`config.mk`:
```
export PLATFORM = sky130hd
export DESIGN_NAME = fetch_stage
export DESIGN_NICKNAME = d
export VERILOG_FILES = /design/src/rtl/y86_pkg.sv /design/src/rtl/instr_split.sv /design/src/rtl/fetch_stage.sv
export SDC_FILE = /design/constraint.sdc
export NUM_CORES = 1
export LEC_CHECK = 0
export ABC_AREA = 0
export BUFFER_PORTS_ARGS = -buffer_cell sky130_fd_sc_hd__buf_2
export CORE_AREA = 2 2 163 165
export DETAILED_ROUTE_END_ITERATION = 10
export DIE_AREA = 0 0 165 167
export GPL_ROUTABILITY_DRIVEN = 0
export PLACE_DENSITY = 0.78
export RECOVER_POWER = 100
export SYNTH_ARGS = -nofsm -noshare
export SYNTH_HDL_FRONTEND = slang
export SYNTH_SLANG_ARGS = --single-unit
```
`constraint.sdc`:
```
create_clock -name clock -period 3.75 [get_ports clock]
set_input_delay 0.75 -clock clock [delete_from_list [all_inputs] [get_ports clock]]
set_output_delay 0.75 -clock clock [all_outputs]
set_load 0.02 [all_outputs]
```
`src/rtl/y86_pkg.sv`:
```
// y86_pkg -- shared constants and types for the Y86-64 fetch stage.
//   Instruction codes (IHALT..IPOPQ), status codes (AOK/HLT/ADR/INS),
//   the fetch FSM state type, the "no register" id, and decode helpers.
package y86_pkg;

  localparam logic [3:0] IHALT   = 4'h0;
  localparam logic [3:0] INOP    = 4'h1;
  localparam logic [3:0] IRRMOVQ = 4'h2;
  localparam logic [3:0] IIRMOVQ = 4'h3;
  localparam logic [3:0] IRMMOVQ = 4'h4;
  localparam logic [3:0] IMRMOVQ = 4'h5;
  localparam logic [3:0] IOPQ    = 4'h6;
  localparam logic [3:0] IJXX    = 4'h7;
  localparam logic [3:0] ICALL   = 4'h8;
  localparam logic [3:0] IRET    = 4'h9;
  localparam logic [3:0] IPUSHQ  = 4'hA;
  localparam logic [3:0] IPOPQ   = 4'hB;

  localparam logic [3:0] RNONE = 4'hF;

  localparam logic [2:0] AOK = 3'd1;
  localparam logic [2:0] HLT = 3'd2;
  localparam logic [2:0] ADR = 3'd3;
  localparam logic [2:0] INS = 3'd4;

  typedef enum logic [1:0] {
    FETCH = 2'd0,
    WAIT  = 2'd1,
    HOLD  = 2'd2,
    STOP  = 2'd3
  } fetch_state_t;

  function automatic logic need_regids(input logic [3:0] icode);
    return (icode == IRRMOVQ) || (icode == IIRMOVQ) || (icode == IRMMOVQ) ||
           (icode == IMRMOVQ) || (icode == IOPQ)    || (icode == IPUSHQ)  ||
           (icode == IPOPQ);
  endfunction

  function automatic logic need_valc(input logic [3:0] icode);
    return (icode == IIRMOVQ) || (icode == IRMMOVQ) || (icode == IMRMOVQ) ||
           (icode == IJXX)    || (icode == ICALL);
  endfunction

endpackage

```
`src/rtl/instr_split.sv`:
```
// instr_split -- combinational decode of one 10-byte Y86-64 instruction.
//   instr : 80-bit little-endian instruction bytes (byte 0 in [7:0])
//   i_ok  : address was in range
//   pc    : address of the instruction
//   icode/ifun/rA/rB/valC : decoded fields
//   valP  : address of the following instruction (pc when stat != AOK)
//   stat  : ADR > INS > HLT > AOK priority
module instr_split
  import y86_pkg::*;
(
  input  logic [79:0] instr,
  input  logic        i_ok,
  input  logic [63:0] pc,
  output logic [3:0]  icode,
  output logic [3:0]  ifun,
  output logic [3:0]  rA,
  output logic [3:0]  rB,
  output logic [63:0] valC,
  output logic [63:0] valP,
  output logic [2:0]  stat
);

  logic nr;
  logic nv;
  logic invalid;

  always_comb begin
    icode = instr[7:4];
    ifun  = instr[3:0];
    nr    = need_regids(icode);
    nv    = need_valc(icode);
    rA    = nr ? instr[15:12] : RNONE;
    rB    = nr ? instr[11:8]  : RNONE;
    // Constant word follows the register byte when one is present.
    valC  = nv ? (nr ? instr[79:16] : instr[71:8]) : 64'd0;

    if (icode > IPOPQ)
      invalid = 1'b1;
    else if (icode == IOPQ)
      invalid = (ifun > 4'd3);
    else if ((icode == IRRMOVQ) || (icode == IJXX))
      invalid = (ifun > 4'd6);
    else
      invalid = (ifun != 4'd0);

    if (!i_ok)
      stat = ADR;
    else if (invalid)
      stat = INS;
    else if (icode == IHALT)
      stat = HLT;
    else
      stat = AOK;

    // A faulting instruction does not advance the PC.
    if (stat == AOK)
      valP = pc + 64'd1 + {63'd0, nr} + (nv ? 64'd8 : 64'd0);
    else
      valP = pc;
  end

endmodule

```
`src/rtl/fetch_stage.sv`:
```
// fetch_stage -- Y86-64 instruction fetch with a valid/ready output handshake.
//   clock, reset         : single clock, synchronous active-high reset
//   iaddr / instr / i_ok : instruction memory port (data one cycle after iaddr)
//   f_ready              : downstream accepts the presented instruction
//   pc_load / pc_next    : redirect applied only on an AOK handshake
//   f_valid, f_pc, icode, ifun, rA, rB, valC, valP, f_stat : fetched instruction
//   icount               : accepted AOK instructions (only with FETCH_ICOUNT_EN)
//
// state | meaning
// FETCH | iaddr = pc presented to memory
// WAIT  | memory data valid, decoded fields captured
// HOLD  | f_valid = 1, wait for f_ready
// STOP  | non-AOK instruction accepted; frozen until reset
module fetch_stage
  import y86_pkg::*;
#(
  parameter logic [63:0] RESET_PC = 64'h0
) (
  input  logic        clock,
  input  logic        reset,
  output logic [63:0] iaddr,
  input  logic [79:0] instr,
  input  logic        i_ok,
  input  logic        f_ready,
  input  logic        pc_load,
  input  logic [63:0] pc_next,
  output logic        f_valid,
  output logic [63:0] f_pc,
  output logic [3:0]  icode,
  output logic [3:0]  ifun,
  output logic [3:0]  rA,
  output logic [3:0]  rB,
  output logic [63:0] valC,
  output logic [63:0] valP,
  output logic [2:0]  f_stat
`ifdef FETCH_ICOUNT_EN
  ,
  output logic [31:0] icount
`endif
);

  fetch_state_t state, state_nxt;
  logic [63:0]  pc;
  logic         accept_ok;

  logic [3:0]  d_icode, d_ifun, d_ra, d_rb;
  logic [63:0] d_valc, d_valp;
  logic [2:0]  d_stat;

  instr_split u_split (
    .instr (instr),
    .i_ok  (i_ok),
    .pc    (pc),
    .icode (d_icode),
    .ifun  (d_ifun),
    .rA    (d_ra),
    .rB    (d_rb),
    .valC  (d_valc),
    .valP  (d_valp),
    .stat  (d_stat)
  );

  always_ff @(posedge clock) begin
    if (reset) state <= FETCH;
    else       state <= state_nxt;
  end

  always_comb begin
    state_nxt = state;
    unique case (state)
      FETCH: state_nxt = WAIT;
      WAIT:  state_nxt = HOLD;
      HOLD:  if (f_ready) state_nxt = (f_stat == AOK) ? FETCH : STOP;
      STOP:  state_nxt = STOP;
    endcase
  end

  assign accept_ok = (state == HOLD) && f_ready && (f_stat == AOK);
  assign f_valid   = (state == HOLD);
  // pc only moves on an AOK handshake, so iaddr is naturally frozen in STOP.
  assign iaddr     = pc;

  always_ff @(posedge clock) begin
    if (reset) begin
      pc     <= RESET_PC;
      f_pc   <= 64'd0;
      icode  <= 4'd0;
      ifun   <= 4'd0;
      rA     <= RNONE;
      rB     <= RNONE;
      valC   <= 64'd0;
      valP   <= 64'd0;
      f_stat <= AOK;
    end else begin
      if (state == WAIT) begin
        f_pc   <= pc;
        icode  <= d_icode;
        ifun   <= d_ifun;
        rA     <= d_ra;
        rB     <= d_rb;
        valC   <= d_valc;
        valP   <= d_valp;
        f_stat <= d_stat;
      end
      if (accept_ok)
        pc <= pc_load ? pc_next : valP;
    end
  end

`ifdef FETCH_ICOUNT_EN
  always_ff @(posedge clock) begin
    if (reset)
      icount <= 32'd0;
    else if (accept_ok && (icount != 32'hFFFF_FFFF))
      icount <= icount + 32'd1;
  end
`endif

endmodule

```
==> out/qor.yml <==
placed_design:
  hpwl_um: 27600
  port_buffers: 424
power:
  power.leakage_nw: 5.560
  p_sw_w: 0.002277
  p_comb_share_pct: 16.0
  power_frac_clock_pct: 41.8
  p_seq_share_pct: 42.2
  switching_share_pct: 28.84
  power_density_nw_per_um2: 522.6
  ir_worst_vdd_uv: 322.3
  p_int_w: 0.005616
floorplanning:
  floorplan.die.height_um: 167
  num_rows: 59
  die_width_um: 165
  core_area_um2: 25760
  initial_utilization_pct: 46.61
  pin_count: 425
  dieArea_um2: 27560
logic_synthesis:
  synthCells: 1397
  synth-xor-area-share_pct: 3.865
  syn_area_per_cell_um2: 8.596
  synth_compound_area_share_pct: 15.39
  yosys.area_share.adder_pct: 0.3126
  yosysUniqueCellTypes: 46
  async_reset_ff_share_pct: 0
  synthMuxAreaShare_pct: 11.00
  syn_area_um2: 12010
  synth_seq_area_share_pct: 46.18
  synth_fp_nets: 1549
  synth-seq-cells: 277
  synth-main-ff-cell: "dfxtp_1"
  synth_top_family_by_area: "simple AND/OR/NAND/NOR gates"
  yosys_warnings: 0
  synth_edf_count: 0
  synthSimpleGateAreaFrac_pct: 19.44
timing:
  setup_tns_ns: 0
  holdWs_ns: 0.4329
  slew_viol_final: 266
  maxSlewHeadroom_pct: -47.34
  min_period_over_period_pct: 87.36
  worst_slew_pin_slew_ns: 2.210
  max_freq_mhz: 305.2
  post-route-min-period_ns: 3.276
  rsz0062_at_grt: "false"
  finalHoldViolCount: 0
  finalSetupViolations: 0
  clock_skew_ns: 0.01238
critical_path:
  ff2ff_path_depth: 7
  critPathArrivalTime_ns: 3.72
  r2r_start: "iaddr[4]$_SDFFE_PP0P_"
  crit_start: "iaddr[4]$_SDFFE_PP0P_"
  path_max_fanout: 11
  startpoint_type: "flip-flop"
  critPathKind: "flip-flop to flip-flop"
  r2r_setup_slack_ns: 0.47
  reg2reg_to: "valP[29]$_SDFFE_PP0N_"
  endpoint: "valP[29]$_SDFFE_PP0N_"
  end_kind: "flip-flop"
  worstPathRequired_ns: 4.20
detailed_routing:
  dr.pass1.iters: 7
  via_per_inst: 5.535
  dr_total_vias: 11760
  wirelength_um: 38700
  antenna_left: 0
  wl_per_cell_um: 18.21
  drc: 0
  drt_iter0_drc: 916
clock_network:
  cts_sinks: 277
  cts_max_level: 1
  postCtsHoldBufs: 0
  cts_tree: "built"
  clk_latency_ns: 0.55
  cts_buffer_depth: 3
  cts_buffers: 30
  cts_resized: 0
  cts.clk_slew.worst_paths_ns: 0.06
  cts_setup_buffers: 0
  cts-root-buf: "clkbuf_16"
flow_run:
  drv_cap: 2
outcome:
  violations: "capacitance limit, slew limit"
  status: "finished, violations left"
global_route:
  track_usage_pct: 26.65
  grt_pass1_vias: 10910
  grt_max_degree: 200
  antenna_found_initial: 3
  overflow: 0
  grt_pass1_wl_um: 59110
layout:
  layout-drive-gt1-share_pct: 13.09
  final_common_cell: "clkbuf_1"
  fin_nets: 1916
  final_cell_mix: "clkbuf_1 (278), dfxtp_1 (277), nand2_1 (237), buf_2 (146), nor2_1 (140)"
  syn2layout_area_growth_pct: 25.77
min_path:
  min_path_type: "primary input to flip-flop"
## worst max-delay path, cell delays in order (launching register included)
cell and delay (ns):
dfxtp_1 0.49, nand4_1 0.31, or3_1 0.50, nor4_2 0.83, clkbuf_1 0.44, nand4b_1 0.19, xor2_1 0.19, a211oi_1 0.22
## layer usage
metal	part of all wire, %	vias to the layer above	global-route usage, %
met5	0.031	-	0
met1	42	5477	34.33
met2	47	508	44.47
met4	3.6	2	9.792
met3	6.9	104	4.633
li1	-	5670	-
## registers in the layout (all words and copies together), names as in the netlist
| register | cells |
|---|---|
| rA | 4 |
| valC | 64 |
| f_stat | 3 |
| ifun | 4 |
| rB | 4 |
| icode | 4 |
| valP | 64 |
| f_pc | 64 |
| iaddr | 64 |
| state | 2 |
## power groups by stage
stage / Clock (W) / Combinational, W / Sequential (W)
after global routing: 0.00349 / 0.00137 / 0.00335
after CTS: 0.00335 / 0.00130 / 0.00332
after global placement: 0 / 0.00127 / 0.00338
after detailed placement: 0 / 0.00130 / 0.00339
after floorplan: 0 / 0.000617 / 0.00356
final: 0.00330 / 0.00126 / 0.00333
## Yosys cell counts (2+ instances only)
cell type / number / area share, %
nor2_1: 140 / 4.4
o211ai_1: 4 / 0.25
nand4_2: 2 / 0.21
xnor2_1: 16 / 1.2
nand3_1: 30 / 1.3
mux2i_1: 132 / 11
nor4_1: 18 / 0.94
and2_1: 5 / 0.26
o22a_1: 8 / 0.58
nand2b_1: 6 / 0.31
and3_1: 8 / 0.42
xor2_1: 37 / 2.7
a31oi_1: 2 / 0.10
a21oi_1: 77 / 3.2
or3_1: 5 / 0.26
clkbuf_1: 90 / 2.8
or2_2: 2 / 0.10
ha_1: 3 / 0.31
nand2_1: 237 / 7.4
nor2b_1: 3 / 0.16
nand4_1: 25 / 1.3
buf_2: 9 / 0.38
nand4b_1: 6 / 0.44
inv_1: 7 / 0.22
a311oi_1: 4 / 0.29
nor4_4: 2 / 0.35
buf_1: 13 / 0.41
and4_1: 3 / 0.22
nor3_1: 25 / 1.0
a211oi_1: 117 / 7.3
dfxtp_1: 277 / 46
o21ai_0: 70 / 2.9
## per-stage QoR
step	instances	setup WS (ns)	power [W]	area (µm²)	utilization (%)
3_3_place_gp	2067	0.3615	0.004651	14390	55.85
4_1_cts	2123	0.7793	0.007977	15510	60.21
2_1_floorplan	1397	0.3653	0.004179	12010	-
6_report	2125	0.4740	0.007893	15100	58.62
5_1_grt	2124	0.2606	0.008209	15100	58.61
3_5_place_dp	2067	0.2071	0.004683	14390	55.85
## area by class of cell
class	instances	area [µm²]
timing repair buffer	447	1977
multi-input combinational	1001	6007
inverter	7	26.28
antenna	2	5.005
clock buffer	36	834.6
tap	335	419.2
fill	2413	10660
clock inverter	20	289.0
sequential	277	5545
## cell families (layout without fill, tap and decap cells)
logic type	count (synthesis)	after routing
AOI/OAI and AO/OA	291	291
xor gates and xnor gates	53	53
adders and majority gates	3	3
buffers and inverters	119	510
DFF	277	277
muxes	132	132
other	0	2
and+or+nand+nor	522	522
## how the worst min path moves through the flow
stage	from	end	slack, ns	cells after the start
2_1_floorplan	state[0]$_SDFFE_PP0P_	state[1]$_SDFFE_PP0P_	0.47	2
3_3_place_gp	valC[56]$_SDFFE_PP0N_	valC[56]$_SDFFE_PP0N_	0.43	2
3_5_place_dp	valC[63]$_SDFFE_PP0N_	valC[63]$_SDFFE_PP0N_	0.44	2
4_1_cts	instr[14]	rA[2]$_SDFFE_PP1N_	0.41	2
5_1_grt	instr[8]	rB[0]$_SDFFE_PP1N_	0.42	2
6_report	instr[9]	rB[1]$_SDFFE_PP1N_	0.43	2
(Power assumes the default switching activity.)
